**src/rtl/ft601_mcfifo_pkg.sv**
```systemverilog
// Shared types and constants for the FT601 multi-channel FIFO transmit path.
package ft601_mcfifo_pkg;

  typedef enum logic [2:0] {
    IDLE  = 3'd0,
    ARB   = 3'd1,
    REQ   = 3'd2,
    BURST = 3'd3,
    GAP   = 3'd4
  } arb_state_e;

  localparam int BYTES_PER_WORD = 4;
  localparam int WORD_W         = 8 * BYTES_PER_WORD;
  localparam int MAX_CH         = 4;
  localparam int CH_IDX_W       = 2;

  // Pointer width that stays at least one bit wide for a single-channel build.
  function automatic int ptr_width(input int n);
    return (n > 1) ? $clog2(n) : 1;
  endfunction

endpackage

```
**src/rtl/ft601_mcfifo_tx_arbiter_rr_arbiter.sv**
```systemverilog
// Combinational round-robin pick: lowest eligible channel at or above rr_ptr,
// otherwise the lowest eligible channel overall (wrap-around).
module rr_arbiter
  import ft601_mcfifo_pkg::*;
#(
  parameter int NUM_CH = 4,
  parameter int PTR_W  = ptr_width(NUM_CH)
) (
  input  logic [NUM_CH-1:0] eligible,
  input  logic [PTR_W-1:0]  rr_ptr,
  output logic [PTR_W-1:0]  idx,
  output logic              any
);

  logic [NUM_CH-1:0] below;
  logic [NUM_CH-1:0] upper;
  logic [NUM_CH-1:0] cand;

  // Split the request vector at the pointer and priority-encode the winning half.
  always_comb begin
    idx   = '0;
    below = '0;
    for (int i = 0; i < NUM_CH; i++) begin
      below[i] = (i < int'(rr_ptr));
    end
    upper = eligible & ~below;
    cand  = (|upper) ? upper : eligible;
    for (int i = NUM_CH - 1; i >= 0; i--) begin
      idx = cand[i] ? PTR_W'(i) : idx;
    end
    any = |eligible;
  end

endmodule

```
**src/rtl/ft601_mcfifo_tx_arbiter.sv**
```systemverilog
// Round-robin arbiter handing whole packet bursts from NUM_CH buffers to the FT601 driver.
// Optional build macro FT601_ARB_STATS_EN adds per-channel packet/word counters.
module ft601_mcfifo_tx_arbiter
  import ft601_mcfifo_pkg::*;
#(
  parameter int NUM_CH     = 4,
  parameter int GAP_CYCLES = 2
) (
  input  logic                     rd_clk,
  input  logic                     rd_reset_n,
  input  logic [NUM_CH-1:0]        ch_enable,
  input  logic [NUM_CH-1:0]        ch_space,
  input  logic [NUM_CH-1:0]        ch_xfer_req,
  input  logic [NUM_CH-1:0]        ch_xfer_done,
  input  logic [NUM_CH-1:0]        ch_xfer_almost_done,
  input  logic [WORD_W*NUM_CH-1:0] ch_rd_data,
  input  logic [4*NUM_CH-1:0]      ch_rd_be,
  input  logic [NUM_CH-1:0]        ch_rd_valid,
  output logic [NUM_CH-1:0]        ch_rd_en,
  output logic                     phy_req,
  output logic [CH_IDX_W-1:0]      phy_ch,
  input  logic                     phy_gnt,
  input  logic                     phy_data_en,
  output logic [WORD_W-1:0]        phy_data,
  output logic [3:0]               phy_be,
  output logic                     phy_last,
  output logic                     busy,
  output logic                     underrun_err
`ifdef FT601_ARB_STATS_EN
  ,
  input  logic                     stat_clr,
  output logic [32*NUM_CH-1:0]     stat_pkts,
  output logic [32*NUM_CH-1:0]     stat_words
`endif
);

  localparam int                PTR_W    = ptr_width(NUM_CH);
  localparam logic [3:0]        GAP_LAST = (GAP_CYCLES == 0) ? 4'd0 : 4'(GAP_CYCLES - 1);
  localparam logic [PTR_W-1:0]  LAST_CH  = PTR_W'(NUM_CH - 1);

  arb_state_e          state;
  arb_state_e          state_nxt;
  logic [PTR_W-1:0]    rr_ptr;
  logic [PTR_W-1:0]    gnt_idx;
  logic [PTR_W-1:0]    arb_idx;
  logic                arb_any;
  logic [3:0]          gap_cnt;
  logic                burst_first;
  logic [NUM_CH-1:0]   eligible;
  logic [NUM_CH-1:0]   gnt_onehot;
  logic [WORD_W-1:0]   sel_data;
  logic [3:0]          sel_be;
  logic                sel_valid;
  logic                sel_almost;
  logic                sel_done;
  logic                burst_ok;
  logic                proto_err;
  logic                word_take;
  logic                last_take;

  assign eligible = ch_xfer_req & ch_enable & ch_space;

  rr_arbiter #(
    .NUM_CH (NUM_CH),
    .PTR_W  (PTR_W)
  ) u_rr_arbiter (
    .eligible (eligible),
    .rr_ptr   (rr_ptr),
    .idx      (arb_idx),
    .any      (arb_any)
  );

  // Route the granted channel's FWFT outputs and status.
  always_comb begin
    gnt_onehot = '0;
    sel_data   = '0;
    sel_be     = 4'd0;
    sel_valid  = 1'b0;
    sel_almost = 1'b0;
    sel_done   = 1'b0;
    for (int i = 0; i < NUM_CH; i++) begin
      gnt_onehot[i] = (gnt_idx == PTR_W'(i));
      sel_data      = gnt_onehot[i] ? ch_rd_data[WORD_W*i +: WORD_W] : sel_data;
      sel_be        = gnt_onehot[i] ? ch_rd_be[4*i +: 4] : sel_be;
      sel_valid     = gnt_onehot[i] ? ch_rd_valid[i] : sel_valid;
      sel_almost    = gnt_onehot[i] ? ch_xfer_almost_done[i] : sel_almost;
      sel_done      = gnt_onehot[i] ? ch_xfer_done[i] : sel_done;
    end
  end

  // A buffer already reporting done on the first burst cycle has nothing to send.
  assign proto_err = (state == BURST) && burst_first && sel_done;
  assign burst_ok  = (state == BURST) && !proto_err;
  assign word_take = burst_ok && phy_data_en;
  assign last_take = word_take && sel_almost;

  // Next-state selection.
  always_comb begin
    state_nxt = state;
    case (state)
      IDLE:    state_nxt = (|eligible) ? ARB : IDLE;
      ARB:     state_nxt = arb_any ? REQ : IDLE;
      REQ:     state_nxt = phy_gnt ? BURST : REQ;
      BURST:   state_nxt = (proto_err || last_take) ? GAP : BURST;
      GAP:     state_nxt = (gap_cnt >= GAP_LAST) ? IDLE : GAP;
      default: state_nxt = IDLE;
    endcase
  end

  // State, grant bookkeeping and sticky error flag.
  always_ff @(negedge rd_clk or negedge rd_reset_n) begin
    if (!rd_reset_n) begin
      state        <= IDLE;
      rr_ptr       <= '0;
      gnt_idx      <= '0;
      gap_cnt      <= 4'd0;
      burst_first  <= 1'b0;
      underrun_err <= 1'b0;
    end else begin
      state       <= state_nxt;
      burst_first <= (state == REQ) && phy_gnt;
      gap_cnt     <= (state == GAP) ? gap_cnt + 4'd1 : 4'd0;
      if (state == ARB && arb_any) begin
        gnt_idx <= arb_idx;
      end
      if (state == REQ && phy_gnt) begin
        rr_ptr <= (gnt_idx == LAST_CH) ? '0 : gnt_idx + 1'b1;
      end
      if (proto_err || (word_take && !sel_valid)) begin
        underrun_err <= 1'b1;
      end
    end
  end

  // Driver-facing outputs; all are forced low outside their owning states.
  always_comb begin
    ch_rd_en = {NUM_CH{word_take}} & gnt_onehot;
    phy_req  = (state == REQ);
    phy_ch   = (state == REQ || state == BURST) ? CH_IDX_W'(gnt_idx) : '0;
    phy_data = burst_ok ? sel_data : '0;
    phy_be   = burst_ok ? sel_be : 4'd0;
    phy_last = burst_ok && sel_almost;
    busy     = (state != IDLE);
  end

`ifdef FT601_ARB_STATS_EN
  // Per-channel packet and word counters, free-running modulo 2^32.
  always_ff @(negedge rd_clk or negedge rd_reset_n) begin
    if (!rd_reset_n) begin
      stat_pkts  <= '0;
      stat_words <= '0;
    end else if (stat_clr) begin
      stat_pkts  <= '0;
      stat_words <= '0;
    end else begin
      for (int i = 0; i < NUM_CH; i++) begin
        if (word_take && gnt_onehot[i]) begin
          stat_words[32*i +: 32] <= stat_words[32*i +: 32] + 32'd1;
        end
        if (last_take && gnt_onehot[i]) begin
          stat_pkts[32*i +: 32] <= stat_pkts[32*i +: 32] + 32'd1;
        end
      end
    end
  end
`endif

endmodule

```
**config.mk**
```make
export PLATFORM = sky130hd
export DESIGN_NAME = ft601_mcfifo_tx_arbiter
export DESIGN_NICKNAME = d
export VERILOG_FILES = /design/src/rtl/ft601_mcfifo_pkg.sv /design/src/rtl/ft601_mcfifo_tx_arbiter_rr_arbiter.sv /design/src/rtl/ft601_mcfifo_tx_arbiter.sv
export SDC_FILE = /design/constraint.sdc
export NUM_CORES = 1
export LEC_CHECK = 0
export BUFFER_PORTS_ARGS = -buffer_cell sky130_fd_sc_hd__buf_2
export CORE_MARGIN = 2
export CORE_UTILIZATION = 40
export DETAILED_ROUTE_END_ITERATION = 16
export GPL_TIMING_DRIVEN = 0
export PLACE_DENSITY = 0.84
export SYNTH_ARGS = -nofsm -noshare
export SYNTH_HDL_FRONTEND = slang
export SYNTH_SLANG_ARGS = --single-unit
export TNS_END_PERCENT = 50
```
**constraint.sdc**
```tcl
create_clock -name rd_clk -period 2.7 [get_ports rd_clk]
set_clock_uncertainty 0.2 [all_clocks]
set_input_delay 0.27 -clock rd_clk [delete_from_list [all_inputs] [get_ports rd_clk]]
set_output_delay 0.27 -clock rd_clk [all_outputs]
set_load 0.02 [all_outputs]
```
==> flow_metrics.py <==
metrics = {
    "outcome": {
        "violations": "negative setup slack",
        "status": "complete, but fails checks",
    },
    "critical_path": {
        "crit_arrival_ps": 3540,
        "regToRegSetupSlack_ps": 540,
        "r2r_start": "gnt_idx[0]$_DFFE_NN0P_",
        "rr_endpoint": "state[1]$_DFF_NN0_",
        "critPathLaunchType": "flop",
        "cp-end-kind": "output port",
        "cp_max_fo": 7,
        "reg2reg_depth": 8,
        "worstSetupPathType": "flop to output port",
        "worstPathRequired_ps": 2230,
    },
    "power_and_ir_drop": {
        "peakVddDrop_mv": 0.5158,
        "power_uw": 3530,
        "p_per_area_nw_per_um2": 727.8,
        "cellLeakagePower_uw": 0.002338,
    },
    "synthesis": {
        "synth.area.mux_share": 0.01278,
        "syn_inst": 354,
        "synth-compound-area-share": 0.4226,
        "ys_ff_latch": 13,
        "synth_nets": 533,
        "synth_top_cell_by_area": "dfrtn_1",
        "ys_seq_area_frac": 0.1278,
        "synth_warnings": 0,
        "synth_top_area_share": 0.1278,
        "synth_area_leaders": "dfrtn_1 (13%), a221oi_1 (13%), a211o_1 (12%), nor2b_1 (9.3%), a21oi_2 (6.9%)",
        "synthAdderAreaFrac": 0.03440,
        "yosys.area_share.simple": 0.2580,
        "yosys.area_share.xor_xnor": 0.006880,
        "synth_edf_count": 0,
        "synthArstFlopShare": 1.000,
        "syn_area_per_cell_um2": 7.193,
        "synth.distinct_cells": 47,
        "netlist_area_um2": 2546,
        "synthFlopType": "dfrtn_1",
        "synth_top_family_by_area": "compound AO/OA/AOI/OAI gates",
    },
    "drt": {
        "drt-total-wl_um": 11890,
        "wl_per_cell_um": 17.85,
        "drtPass1Iterations": 5,
        "ant_nets": 0,
        "vias": 3799,
        "drt-vias-per-instance": 5.704,
        "drc": 0,
        "drt-initial-drc-count": 165,
    },
    "placement": {
        "port_buffers": 217,
        "globalplace.congestion": 0.8971,
        "hpwlAfterDp_um": 8592,
    },
    "cts": {
        "clk_latency_ps": 260,
        "clock_sinks": 13,
        "clock-root-buffer": "clkbuf_8",
        "cts_buffers": 3,
        "h-tree-depth": 1,
        "clk_path_buf_depth": 2,
        "cts_tree": "yes",
        "clk_pin_slew_worst_paths_ps": 40,
    },
    "floorplanning": {
        "io_pins": 218,
        "core-area_um2": 6241,
        "initial_core_util": 0.4080,
        "rows": 29,
        "dieArea_um2": 7020,
        "die_w_um": 83.79,
        "die_h_um": 83.79,
    },
    "timing": {
        "hold_slack_ps": 235.4,
        "slew_viol_final": 0,
        "relSlewSlack": 0.6407,
        "setup_violations": 47,
        "hold_viol": 0,
        "setup_tns_ps": -53600,
        "setup_ws_ps": -1313,
        "rsz0062_at_grt": "true",
        "tightest_slew_ps": 539.0,
    },
    "finish": {
        "layout_common_cells": "buf_2 (174), buf_6 (48), nand2_1 (43), inv_1 (41)",
        "fill_cells": 456,
        "multi_input_area_um2": 2389,
        "layout.nets": 768,
        "layout_commonest_cell": "buf_2",
        "area_growth_syn_to_layout_pct": 90.52,
        "drive_gt1_frac": 0.5850,
        "regArea_um2": 325.3,
    },
    "hold_path": {
        "hp-class": "flop to flop",
        "hold_start": "gap_cnt[0]$_DFF_NN0_",
        "holdPathStages": 1,
        "worstHoldEndpoint": "gap_cnt[0]$_DFF_NN0_",
    },
    "run": {
        "cap_violations": 0,
    },
    "global_route": {
        "grt_first_pass_wirelength_um": 18320,
        "grt_pass1_vias": 3784,
        "grt-ovfl-total": 0,
        "antenna_found_initial": 1,
        "grt_usage": 0.3152,
        "grt_max_degree": 14,
    },
}
==> Yosys cell counts (all sizes together), types with 2 or more instances <==
master,instances
a211o,36
inv,43
and3,11
nor2b,38
nand2b,2
nor3b,2
nand3,7
clkbuf,16
nand2,43
nand3b,2
mux2,2
a2111oi,2
a221oi,37
nor4b,2
o21ai,2
a21oi,39
ha,7
dfrtn,13
buf,18
nor2,12
o31ai,3
==> metrics by stage <==
step	area, um2	setup slack [ps]	util	std cells
2_1_floorplan	2898	-850.9	-	354
3_3_place_gp	4080	-1183	0.6538	648
3_5_place_dp	4080	-1228	0.6538	648
4_1_cts	4715	-1294	0.7554	664
5_1_grt	4851	-1376	0.7773	666
6_report	4851	-1313	0.7773	666
==> worst max path at each step <==
stage / start / slack (ps) / cells after the start / end
3_5_place_dp: gnt_idx[1]$_DFFE_NN0P_ / -1230 / 8 / phy_data[30]
4_1_cts: gnt_idx[1]$_DFFE_NN0P_ / -1290 / 9 / phy_data[30]
6_report: gnt_idx[1]$_DFFE_NN0P_ / -1310 / 9 / phy_data[30]
5_1_grt: gnt_idx[1]$_DFFE_NN0P_ / -1380 / 9 / phy_data[23]
2_1_floorplan: gnt_idx[1]$_DFFE_NN0P_ / -850 / 8 / phy_be[2]
3_3_place_gp: gnt_idx[0]$_DFFE_NN0P_ / -1180 / 8 / phy_be[2]
==> logic make-up (layout without fill, tap and decap cells) <==
| kind of cell | Yosys count | after routing |
|---|---|---|
| multiplexers | 3 | 3 |
| adder cells (fa/ha/maj) | 7 | 7 |
| flip-flops | 13 | 13 |
| XOR/XNOR | 2 | 2 |
| AO/OA/AOI/OAI | 129 | 129 |
| buffers and inverters | 77 | 311 |
| AND/OR/NAND/NOR | 123 | 123 |
| other | 0 | 1 |
==> repair_timing <==
| action | in CTS | in global routing |
|---|---|---|
| setup buffers | 10 | 1 |
| pin swaps | 11 | 7 |
| gates resized for setup | 126 | 31 |
| setup endpoints to repair | 49 | 52 |
| gates cloned | 3 | 0 |
| hold buffers | 0 | 0 |
==> worst max-delay path, stage by stage, from the launching register on <==
cell,delay [ps]
dfrtn_1,480
buf_6,130
ha_4,150
or3b_4,410
nand3_4,90
o21ai_4,80
buf_12,170
buf_16,150
a21oi_4,130
buf_6,140
==> registers in the layout, indices dropped and copies added, names as in the netlist <==
signal        cells
gap_cnt           4
burst_first       1
state             3
gnt_idx           2
rr_ptr            2
underrun_err      1
==> power breakdown <==
| group | total, uW | internal [uW] | switching [uW] | leakage (uW) |
|---|---|---|---|---|
| registers | 328 | 248 | 79.4 | 0.000166 |
| clock network | 175 | 102 | 73.1 | 0.0000255 |
| logic | 3030 | 1440 | 1590 | 0.00215 |
==> per-layer routing <==
layer | vias to the layer above | wire length, um | GRT usage
met5 | - | 0 | 0
met4 | 0 | 295 | 0.08065
met3 | 32 | 927 | 0.04253
met2 | 218 | 6046 | 0.5935
met1 | 1792 | 4617 | 0.3724
li1 | 1757 | - | -
==> area by class of cell <==
cell class                      instances  share of cell area
Antenna cell                            1           0.0005159
Timing Repair Buffer                  231              0.3155
Multi-Input combinational cell        264              0.4924
Clock inverter                          1            0.001032
Sequential cell                        13             0.06706
Clock buffer                            3            0.008512
Tap cell                               77             0.01986
Buffer                                 33             0.06190
Inverter                               43             0.03327
No activity file was read; power rests on OpenSTA's default activity.
